**src/rtl/w5300_irq_handler_pkg.sv**
```systemverilog
// Shared definitions for the W5300 interrupt handler: register map, interrupt
// bit masks, socket numbering and the handler FSM state type.
package w5300_irq_handler_pkg;

   localparam logic [9:0] IR_ADDR      = 10'h002;
   localparam logic [9:0] SN_IR_BASE   = 10'h206;
   localparam logic [9:0] SN_IR_STRIDE = 10'h040;

   localparam logic [15:0] IR_IMR_IPCF    = 16'h8000;
   localparam logic [15:0] IR_IMR_DPUR    = 16'h4000;
   localparam logic [15:0] IR_IMR_UNREACH = 16'h2000;
   localparam logic [15:0] IR_IMR_FMTU    = 16'h1000;

   localparam logic [7:0] SN_IR_IMR_CONNECT = 8'h01;
   localparam logic [7:0] SN_IR_IMR_DISCON  = 8'h02;
   localparam logic [7:0] SN_IR_IMR_RECV    = 8'h04;
   localparam logic [7:0] SN_IR_IMR_TIMEOUT = 8'h08;
   localparam logic [7:0] SN_IR_IMR_SENDOK  = 8'h10;

   typedef enum logic [2:0] {
      Socket0 = 3'd0, Socket1 = 3'd1, Socket2 = 3'd2, Socket3 = 3'd3,
      Socket4 = 3'd4, Socket5 = 3'd5, Socket6 = 3'd6, Socket7 = 3'd7
   } socket_e;

   typedef enum logic [3:0] {
      IDLE, RD_IR, LAT_IR, WR_IR, RPT_IR, SCAN, RD_SN, LAT_SN, WR_SN, RPT_SN
   } state_e;

   // Index of the lowest set bit; sockets are serviced from 0 upward.
   function automatic logic [2:0] lowest_set(input logic [7:0] v);
      lowest_set = 3'd0;
      for (int i = 7; i >= 0; i--) begin
         if (v[i]) lowest_set = 3'(i);
      end
   endfunction

   function automatic logic [9:0] sn_ir_addr(input socket_e n);
      sn_ir_addr = SN_IR_BASE + SN_IR_STRIDE * {7'd0, n};
   endfunction

endpackage

```
**src/rtl/w5300_int_sync.sv**
```systemverilog
// Two-flop synchronizer for the W5300 INTn pin; resets to the inactive (high)
// level so no interrupt is seen while coming out of reset.
module w5300_int_sync (
   input  logic clk,
   input  logic rst_n,
   input  logic async_in,
   output logic sync_out
);

   logic meta;

   always_ff @(posedge clk or negedge rst_n) begin
      if (!rst_n) begin
         meta     <= 1'b1;
         sync_out <= 1'b1;
      end else begin
         meta     <= async_in;
         sync_out <= meta;
      end
   end

endmodule

```
**src/rtl/w5300_irq_handler.sv**
```systemverilog
// W5300 INTn service engine: reads IR, acknowledges and reports common bits,
// then reads/acknowledges/reports Sn_IR per flagged socket. IRQ_SYNC_EN adds
// a 2-flop synchronizer on int_n.
module w5300_irq_handler
   import w5300_irq_handler_pkg::*;
#(
   parameter int         NUM_SOCKETS = 8,
   parameter logic [9:0] IDLE_ADDR   = 10'h3FF
) (
   input  logic        clk,
   input  logic        rst_n,
   input  logic        int_n,
   input  logic        op_state,
   input  logic [15:0] rd_data,
   output logic [10:0] addr,
   output logic [15:0] wr_data,
   output logic [7:0]  ir_state,
   output logic [3:0]  socket,
   output logic        clear
);

   localparam int unsigned SOCK_MASK_INT = (1 << NUM_SOCKETS) - 1;
   localparam logic [7:0]  SOCK_MASK     = SOCK_MASK_INT[7:0];

   state_e      state, state_nx;
   logic        int_s;
   logic [7:0]  ir_common;
   logic [7:0]  pend;
   logic [7:0]  sn_reg;
   socket_e     cur_sock;
   logic [15:0] wr_data_hold;

`ifdef IRQ_SYNC_EN
   w5300_int_sync u_int_sync (
      .clk      (clk),
      .rst_n    (rst_n),
      .async_in (int_n),
      .sync_out (int_s)
   );
`else
   assign int_s = int_n;
`endif

   always_ff @(posedge clk or negedge rst_n) begin
      if (!rst_n) state <= IDLE;
      else        state <= state_nx;
   end

   // Access states drive the bus and wait for op_state; LAT_IR decides the
   // branch straight from rd_data since it is valid in that cycle.
   always_comb begin
      state_nx = state;
      addr     = {1'b0, IDLE_ADDR};
      wr_data  = wr_data_hold;
      clear    = 1'b0;
      case (state)
         IDLE:    if (!int_s) state_nx = RD_IR;
         RD_IR: begin
            addr = {1'b0, IR_ADDR};
            if (op_state) state_nx = LAT_IR;
         end
         LAT_IR: begin
            if (rd_data[15:8] != 8'h00)                   state_nx = WR_IR;
            else if ((rd_data[7:0] & SOCK_MASK) != 8'h00) state_nx = SCAN;
            else                                          state_nx = IDLE;
         end
         WR_IR: begin
            addr    = {1'b1, IR_ADDR};
            wr_data = {ir_common, 8'h00};
            if (op_state) state_nx = RPT_IR;
         end
         RPT_IR: begin
            clear    = 1'b1;
            state_nx = SCAN;
         end
         SCAN:    state_nx = (pend != 8'h00) ? RD_SN : IDLE;
         RD_SN: begin
            addr = {1'b0, sn_ir_addr(cur_sock)};
            if (op_state) state_nx = LAT_SN;
         end
         LAT_SN:  state_nx = WR_SN;
         WR_SN: begin
            addr    = {1'b1, sn_ir_addr(cur_sock)};
            wr_data = {8'h00, sn_reg};
            if (op_state) state_nx = RPT_SN;
         end
         RPT_SN: begin
            clear    = 1'b1;
            state_nx = SCAN;
         end
         default: state_nx = IDLE;
      endcase
   end

   // Report registers load on the accepted acknowledge write so they are
   // already valid during the clear strobe and hold until the next report.
   always_ff @(posedge clk or negedge rst_n) begin
      if (!rst_n) begin
         ir_common    <= 8'h00;
         pend         <= 8'h00;
         sn_reg       <= 8'h00;
         cur_sock     <= Socket0;
         wr_data_hold <= 16'h0000;
         ir_state     <= 8'h00;
         socket       <= 4'b0000;
      end else begin
         wr_data_hold <= wr_data;
         if (state == LAT_IR) begin
            ir_common <= rd_data[15:8];
            pend      <= rd_data[7:0] & SOCK_MASK;
         end
         if (state == SCAN && pend != 8'h00) begin
            cur_sock <= socket_e'(lowest_set(pend));
            pend     <= pend & ~(8'h01 << lowest_set(pend));
         end
         if (state == LAT_SN) sn_reg <= rd_data[7:0];
         if (state == WR_IR && op_state) begin
            ir_state <= ir_common;
            socket   <= 4'b0000;
         end
         if (state == WR_SN && op_state) begin
            ir_state <= sn_reg;
            socket   <= {1'b1, cur_sock};
         end
      end
   end

endmodule

```
**config.mk**
```make
export PLATFORM = sky130hd
export DESIGN_NAME = w5300_irq_handler
export DESIGN_NICKNAME = d
export VERILOG_FILES = /design/src/rtl/w5300_irq_handler_pkg.sv /design/src/rtl/w5300_int_sync.sv /design/src/rtl/w5300_irq_handler.sv
export SDC_FILE = /design/constraint.sdc
export NUM_CORES = 1
export LEC_CHECK = 0
export BUFFER_PORTS_ARGS = -buffer_cell sky130_fd_sc_hd__buf_2
export CELL_PAD_IN_SITES_DETAIL_PLACEMENT = 1
export CELL_PAD_IN_SITES_GLOBAL_PLACEMENT = 2
export CORE_MARGIN = 5
export CORE_UTILIZATION = 34
export DETAILED_ROUTE_END_ITERATION = 6
export GPL_ROUTABILITY_DRIVEN = 0
export HOLD_SLACK_MARGIN = 0.1
export PLACE_DENSITY_LB_ADDON = 0.1
export SETUP_SLACK_MARGIN = 0.05
export SYNTH_ARGS = -nofsm -noshare
export SYNTH_HDL_FRONTEND = slang
export SYNTH_SLANG_ARGS = --single-unit
```
**constraint.sdc**
```tcl
create_clock -name clk -period 2 [get_ports clk]
set_clock_uncertainty 0.15 [all_clocks]
set_input_delay 0.3 -clock clk [delete_from_list [all_inputs] [get_ports clk]]
set_output_delay 0.3 -clock clk [all_outputs]
set_load 0.02 [all_outputs]
```
-- After elaboration in Yosys (flattened, before gate mapping)
Index checks and enable logic that the tools add are counted.
- word-level logic and storage cells: 64
- input bits: 20
- bits in registers: 59
- multiplexer cells: 27
- eq/ne operators: 14
- reduce and logical (&&, ||, !) cells: 11
- add/sub/neg operators: 1
- bitwise logic cells: 2
- shift-type cells: 1
- operators by type and width (cell ; count):
    $pmux W11 S4 ; 1
    $mux W3 ; 12
    $pmux W4 S9 ; 1
    $mux W8 ; 4
    $pmux W16 S2 ; 1
    $mux W4 ; 7
    $reduce_bool A8 Y1 ; 3
    $eq A4 B3 Y1 const B ; 4
    $add A10 B9 Y10 const A ; 1
    $ne A2 B2 Y1 const B ; 5
    $and A8 B8 Y8 ; 1
    $eq A4 B2 Y1 const B ; 2
    $eq A4 B4 Y1 const B ; 2
    $not A8 Y8 ; 1
    $shl A1 B3 Y8 const A ; 1
    $reduce_and A5 Y1 ; 1
    $eq A4 B1 Y1 const B ; 1
    $logic_not A4 Y1 ; 1
    $reduce_bool A2 Y1 ; 2
    $logic_and A1 B1 Y1 ; 3
    $reduce_or A2 Y1 ; 1
    $mux W1 ; 1

-- Longest topological paths before layout
Gate-level depths: netlist of the first run.
- word-level depth: 13
- depth in mapped cells: 9
- gate-level depth less buffers: 6

-- Worst setup path after synthesis of the first run
OpenSTA, ideal clock, no wires.
- path type: reg-to-output
- start: register state[2]
- end: output wr_data[10]
- slack: 82 ps
- cell stages (with the launch flop): 7
- arrival time: 1468 ps
- cells stage by stage: dfrtp_1 buf_2 nor4bb_1 buf_4 nor2_2 buf_2 a22o_1
- cells in the longest elaborated chain, start to end: 2
- ends and longest elaborated chain (element ; RTL line ; source):
    from (decl) ; w5300_irq_handler.sv:25 ; state_e state, state_nx;
    from (signal assigned) ; w5300_irq_handler.sv:46 ; else state <= state_nx;
    $eq A4 B4 Y1 or $eq A4 B2 Y1 (tied branches) ; w5300_irq_handler.sv:56 ; case (state)
    $pmux W16 S2 (*) ; w5300_irq_handler.sv:56 ;
    to (decl) ; w5300_irq_handler.sv:16 ; output logic [15:0] wr_data,
Every way passes the cells marked *; elsewhere a longest branch is shown, timed or not.

-- Worst setup path in the final report of the first run
- start: register state[1]
- end: output wr_data[10]
The elaborated chain is that of the path after synthesis.

==> flow_summary_export.csv, run 1 <==
group,metric,value,unit
global_route,grt-ovfl-total,0,
clocking,root_buffer,"clkbuf_8",
synthesis,synth_nets,292,
clocking,h-tree-depth,3,
route,first_pass_iters,4,
critical_path,worstPathArrival,1.85,ns
synthesis,yosysWarnings,0,
floorplan,die_y,101,microns
power,ir_drop,560,uV
critical_path,crit_chain,"nor4b_4 > buf_4 > nor2_4 > buf_12 > a22o_1 > buf_6",
route,avgRoutedWirePerCell,19.6,microns
global_route,antenna_found_initial,0,
timing,max_freq,435,MHz
floorplan,dieArea,10200,sq um
route,viasPerCell,5.23,
timing,hold_viol,0,
floorplan,rows,33,
global_route,track_usage,18.4,%
timing,finalCritPeriodShare,115,%
synthesis,syn_area,2800,sq um
route,wirelength,9700,microns
run_status,violations,"negative setup slack",
placed_design,place_hpwl,6120,microns
finish,largest_reg_flops,16,
placed_design,place_ws,-0.135,ns
clocking,cts_buffers,9,
global_route,grt_pass1_vias,2570,
synthesis,synthSimpleGateAreaFrac,19.0,%
floorplan,start_util,34.4,%
timing,setup_viol,27,
finish,drive_gt1_share,47.1,%
synthesis,avgSynthCellArea,10.3,sq um
synthesis,synth-edff-count,0,
synthesis,async_flop_share,100,%
floorplan,die_width,101,microns
timing,slew_headroom,63.6,%
route,vias,2594,
placed_design,place_area,3310,sq um
clocking,cts.path.max_buffers,2,
synthesis,synthTopCellsByArea,"dfrtp_1 (53%), nand2_1 (7.2%), a22o_1 (5.0%), mux2_2 (3.6%), mux2i_1 (3.2%)",
placed_design,portBuffers,58,
critical_path,cp_max_fo,10,
timing,worst_pin_slew,0.541,ns
timing,fin_crit,2.30,ns
finish,nets,406,
critical_path,crit_start,"state[1]$_DFFE_PN0P_",
critical_path,slowest_stage,"dfrtp_1",
route,drc,0,
route,drtIter0Drc,73,
clocking,clk_latency,0.35,ns
finish,post-route-util,53.9,%
synthesis,synth_ff_type,"dfrtp_1",
finish,area_growth_syn_to_layout,56.6,%
finish,stdcell_area,4390,sq um
finish,regMostFlops,"wr_data_hold",
critical_path,max_stage_delay,0.45,ns
clocking,clk_pin_slew,0.07,ns
min_path,hold_class,"in -> reg",
critical_path,crit_path_end_kind,"output pin",
synthesis,muxShareOfSynthArea,6.83,%
timing,final_max_slew_viol_count,0,
route,final_antenna_net_count,0,
run_status,outcome,"finished with violations",
synthesis,synth_fa_ha_area_share,0,%
synthesis,synth_most_common_cell,"dfrtp_1",
floorplan,core,8130,sq um
finish,diodes,0,
critical_path,reg2reg_from,"state[1]$_DFFE_PN0P_",
synthesis,synth_top_cell_by_area,"dfrtp_1",
power,leakage,2.01,nW
timing,layout_setup_ws,-0.301,ns
global_route,grt_max_degree,60,
synthesis,yosysTopAreaCellShare,52.7,%
synthesis,synth_xor_area_share,0.625,%
floorplan,io_pins,60,
min_path,min_from,"rd_data[0]",
timing,rsz0062_at_grt,"yes",
job,cap_violations,0,
clocking,clock_sinks,59,
global_route,grt_pass1_wl,14100,microns
critical_path,worstSetupPathType,"reg -> out",
synthesis,yosysSeqAreaShare,52.7,%
critical_path,required,1.55,ns
synthesis,synth_compound_area_share,16.3,%
clocking,cts_tree,"yes",
synthesis,netlist_instances,272,
power,p_per_area,1700,nW/um^2
synthesis,synth_top_family_by_area,"simple AND/OR/NAND/NOR gates",
synthesis,ys_types,48,
synthesis,synth_commonest_cells,"dfrtp_1 (59), nand2_1 (54), a22o_1 (16)",
synthesis,synth_seq_cells,59,
critical_path,crit_path_start_kind,"register",
-- worst paths after layout --
path	to	slack [ns]	cells past startpoint
min in group asynchronous	ir_state[5]$_DFFE_PN0P_	0.33	3
max reg2reg	socket[1]$_DFFE_PN0P_	-0.01	9
max in group asynchronous	state[3]$_DFFE_PN0P_	1.07	3
max	wr_data[10]	-0.30	6
min reg2reg	socket[0]$_DFFE_PN0P_	0.34	1
min	pend[0]$_DFFE_PN0P_	0.12	3
-- critical path, delay by kind of cell, from the launching register on --
family / cells / cell delay (ns)
compound gates: 1 / 0.21
buf+inv: 3 / 0.48
flops: 1 / 0.45
simple gates: 2 / 0.36
-- layout by cell type, fill, tap and decap left out, types with 3 or more instances in the layout --
cell	netlist	final
a21oi_1	9	8
a22o_1	16	11
a22o_4	0	5
a32o_1	3	3
buf_12	0	4
buf_2	9	33
buf_4	7	38
buf_6	1	28
clkbuf_8	0	9
dfrtp_1	59	56
dfrtp_2	0	3
dlygate4sd3_1	0	15
mux2_2	9	9
mux2i_1	9	3
mux2i_4	0	4
nand2_1	54	43
nand2_2	1	8
nand2_4	0	3
nand2_8	0	3
nand2b_1	6	5
nor2_1	10	9
nor2_4	1	3
nor2b_1	6	5
nor3_1	5	4
nor4_1	5	3
nor4b_1	3	3
o21a_1	3	3
o21ai_0	11	9
o21ai_1	11	6
o21ai_2	0	7
-- layer usage --
metal  track usage, %  routed length, microns  share of wire (%)  vias to the layer above
met5                0                       0                  0                        -
met4             6.32                     102                1.1                        0
met3             4.01                     374                3.9                        7
met2             28.2                    4810                 50                       56
met1             25.7                    4420                 46                     1318
li1                 -                       -                  -                     1213
-- stage by stage --
| step | TNS [ns] | instances | hold slack (ns) | power (W) |
|---|---|---|---|---|
| after floorplan | 0 | 272 | -0.146 | 0.00401 |
| after global placement | -0.625 | 442 | 0.185 | 0.00501 |
| after detailed placement | -1.64 | 442 | 0.181 | 0.00507 |
| after CTS | -5.46 | 487 | 0.101 | 0.00687 |
| after global routing | -8.41 | 496 | 0.113 | 0.00790 |
| final | -6.55 | 496 | 0.115 | 0.00746 |
-- cell families (layout without fill, tap and decap cells) --
kind of cell | count (synthesis) | in the layout
xor+xnor | 2 | 2
other cells | 1 | 1
mux | 18 | 18
simple gates | 104 | 106
buf+inv | 21 | 138
flops | 59 | 59
compound gates | 67 | 67
-- layout make-up --
type | count | area, sq um
clock buffers | 9 | 124
well taps | 105 | 131
clock inverters | 7 | 76.3
fillers | 895 | 3750
multi-input cells | 194 | 1530
flip-flops and latches | 59 | 1480
repair buffers | 120 | 1040
inverters | 2 | 12.5
-- power by group --
part | switching, W | internal (W) | leakage [nW]
Sequential | 0.000554 | 0.00172 | 0.741
Combinational | 0.00208 | 0.00198 | 1.18
Clock | 0.000540 | 0.000583 | 0.0962
-- repair_timing --
action,in CTS,in global routing
hold buffers,14,1
gates resized for setup,65,68
setup buffers,15,5
endpoints found under the setup margin,39,56
pin swaps,4,19
hold endpoints to repair,74,1
gates cloned,0,4
Power figures use the tool's default switching activity.
==> run 2, diff against run 1 <==
--- a/config.mk
+++ b/config.mk
@@ -14,6 +14,7 @@
 export GPL_ROUTABILITY_DRIVEN = 0
 export HOLD_SLACK_MARGIN = 0.1
 export PLACE_DENSITY_LB_ADDON = 0.1
+export REMOVE_ABC_BUFFERS = 1
 export SETUP_SLACK_MARGIN = 0.05
 export SYNTH_ARGS = -nofsm -noshare
 export SYNTH_HDL_FRONTEND = slang
==> run 2 against run 1 <==
The flow still finishes with violations (negative setup slack). Clock power shrank 19%. Total power fell by 4.6%. Register-to-register slack got worse by 0.06 ns. Worst hold slack better by 0.017 ns. Highest routed layer unchanged.
==> flow_summary_export.csv, run 2 (synthesized netlist as in run 1, its figures left out) <==
group,metric,value,unit
run_status,outcome,"finished with violations",
run_status,violations,"negative setup slack",
finish,post-route-util,52.5,%
min_path,hold_class,"in -> reg",
clocking,root_buffer,"clkbuf_8",
clocking,clock_sinks,59,
route,drc,0,
clocking,cts_buffers,9,
power,leakage,2.06,nW
floorplan,start_util,34.4,%
timing,layout_setup_ws,-0.331,ns
finish,drive_gt1_share,42.0,%
power,ir_drop,968,uV
timing,finalCritPeriodShare,117,%
finish,layout_commonest_cell,"dfrtp_1",
route,vias,2530,
finish,multiInputGateArea,1370,sq um
clocking,clk_pin_slew,0.06,ns
route,wirelength,9520,microns
placed_design,place_hpwl,6170,microns
floorplan,io_pins,60,
floorplan,die_y,101,microns
critical_path,crit_path_end_kind,"output pin",
global_route,grt_pass1_vias,2770,
timing,fin_crit,2.33,ns
global_route,grt-ovfl-total,0,
route,drtIter0Drc,85,
floorplan,core,8130,sq um
finish,area_growth_syn_to_layout,52.6,%
finish,nets,413,
finish,diodes,0,
global_route,grt_max_degree,60,
clocking,clk_latency,0.33,ns
floorplan,dieArea,10200,sq um
timing,hold_viol,0,
placed_design,portBuffers,58,
timing,max_freq,429,MHz
clocking,cts.path.max_buffers,2,
critical_path,worstPathArrival,1.88,ns
global_route,grt_pass1_wl,15300,microns
finish,regMostFlops,"wr_data_hold",
critical_path,required,1.55,ns
critical_path,cp_max_fo,4,
timing,worst_pin_slew,0.565,ns
floorplan,rows,33,
timing,slew_headroom,62.0,%
finish,largest_reg_flops,16,
global_route,track_usage,20.0,%
global_route,antenna_found_initial,0,
power,p_per_area,1660,nW/um^2
timing,setup_viol,33,
timing,final_max_slew_viol_count,0,
route,final_antenna_net_count,0,
critical_path,crit_path_start_kind,"register",
clocking,cts_tree,"yes",
finish,seqCellArea,1480,sq um
job,cap_violations,0,
finish,final_cell_mix,"dfrtp_1 (57), nand2_1 (51), buf_4 (38)",
placed_design,place_ws,-0.107,ns
floorplan,die_width,101,microns
route,first_pass_iters,4,
finish,fill_cells,916,
timing,rsz0062_at_grt,"yes",
clocking,h-tree-depth,3,
route,avgRoutedWirePerCell,19.0,microns
route,viasPerCell,5.06,
critical_path,worstSetupPathType,"reg -> out",
run 2: per-layer routing:
layer	global-route usage, %	part of all wire (%)
met5	0	0
met4	4.77	0.80
met3	5.74	4.5
met2	33.6	49
met1	25.4	45
run 2: worst paths after layout:
kind,cells past startpoint,to,slack (ns),start
min in group asynchronous,3,wr_data_hold[4]$_DFF_PN0_,0.36,rst_n
max in group asynchronous,3,state[2]$_DFFE_PN0P_,1.04,rst_n
max reg2reg,10,ir_state[4]$_DFFE_PN0P_,-0.07,state[1]$_DFFE_PN0P_
min reg2reg,2,ir_state[2]$_DFFE_PN0P_,0.34,ir_state[2]$_DFFE_PN0P_
max,7,wr_data[15],-0.33,state[1]$_DFFE_PN0P_
min,2,sn_reg[3]$_DFFE_PN0P_,0.13,rd_data[3]
run 2: worst max-delay path, cell delays in order (launching register included):
cell       delay [ns]
dfrtp_1          0.40
buf_6            0.13
nor4b_4          0.26
buf_4            0.17
nor2_4           0.06
clkbuf_16        0.18
a22o_1           0.22
buf_6            0.13
run 2: report_power, final:
| group | total (W) | switching [W] | internal (W) |
|---|---|---|---|
| sequential | 0.00212 | 0.000402 | 0.00172 |
| clock | 0.000908 | 0.000451 | 0.000457 |
| combinational | 0.00408 | 0.00207 | 0.00201 |
run 2: through the flow:
| stage | instances | power (W) | hold WS (ns) | instance area (sq um) | setup TNS, ns |
|---|---|---|---|---|---|
| floorplan | 253 | 0.00384 | -0.146 | 2690 | -23.19 |
| global route | 500 | 0.00759 | 0.115 | 4270 | -8.57 |
| global placement | 448 | 0.00506 | 0.187 | 3370 | -0.254 |
| detailed placement | 448 | 0.00514 | 0.181 | 3370 | -1.69 |
| CTS | 499 | 0.00695 | 0.115 | 4140 | -6.14 |
| finish | 500 | 0.00711 | 0.133 | 4270 | -6.01 |
run 2: what timing repair did:
action | in CTS | in global routing
buffers inserted | 18 | 3
resized for setup | 72 | 29
hold buffers | 16 | 0
pin swaps | 9 | 13
endpoints found under the hold margin | 77 | 0
endpoints found under the setup margin | 37 | 53
gates cloned | 4 | 0
run 2: cell type report:
cell class	instances	share of cell area [%]
sequential	59	34.6
multi-input combinational	192	32.0
timing repair buffer	129	26.5
clock buffer	10	3.22
tap	105	3.07
clock inverter	3	0.410
inverter	2	0.234
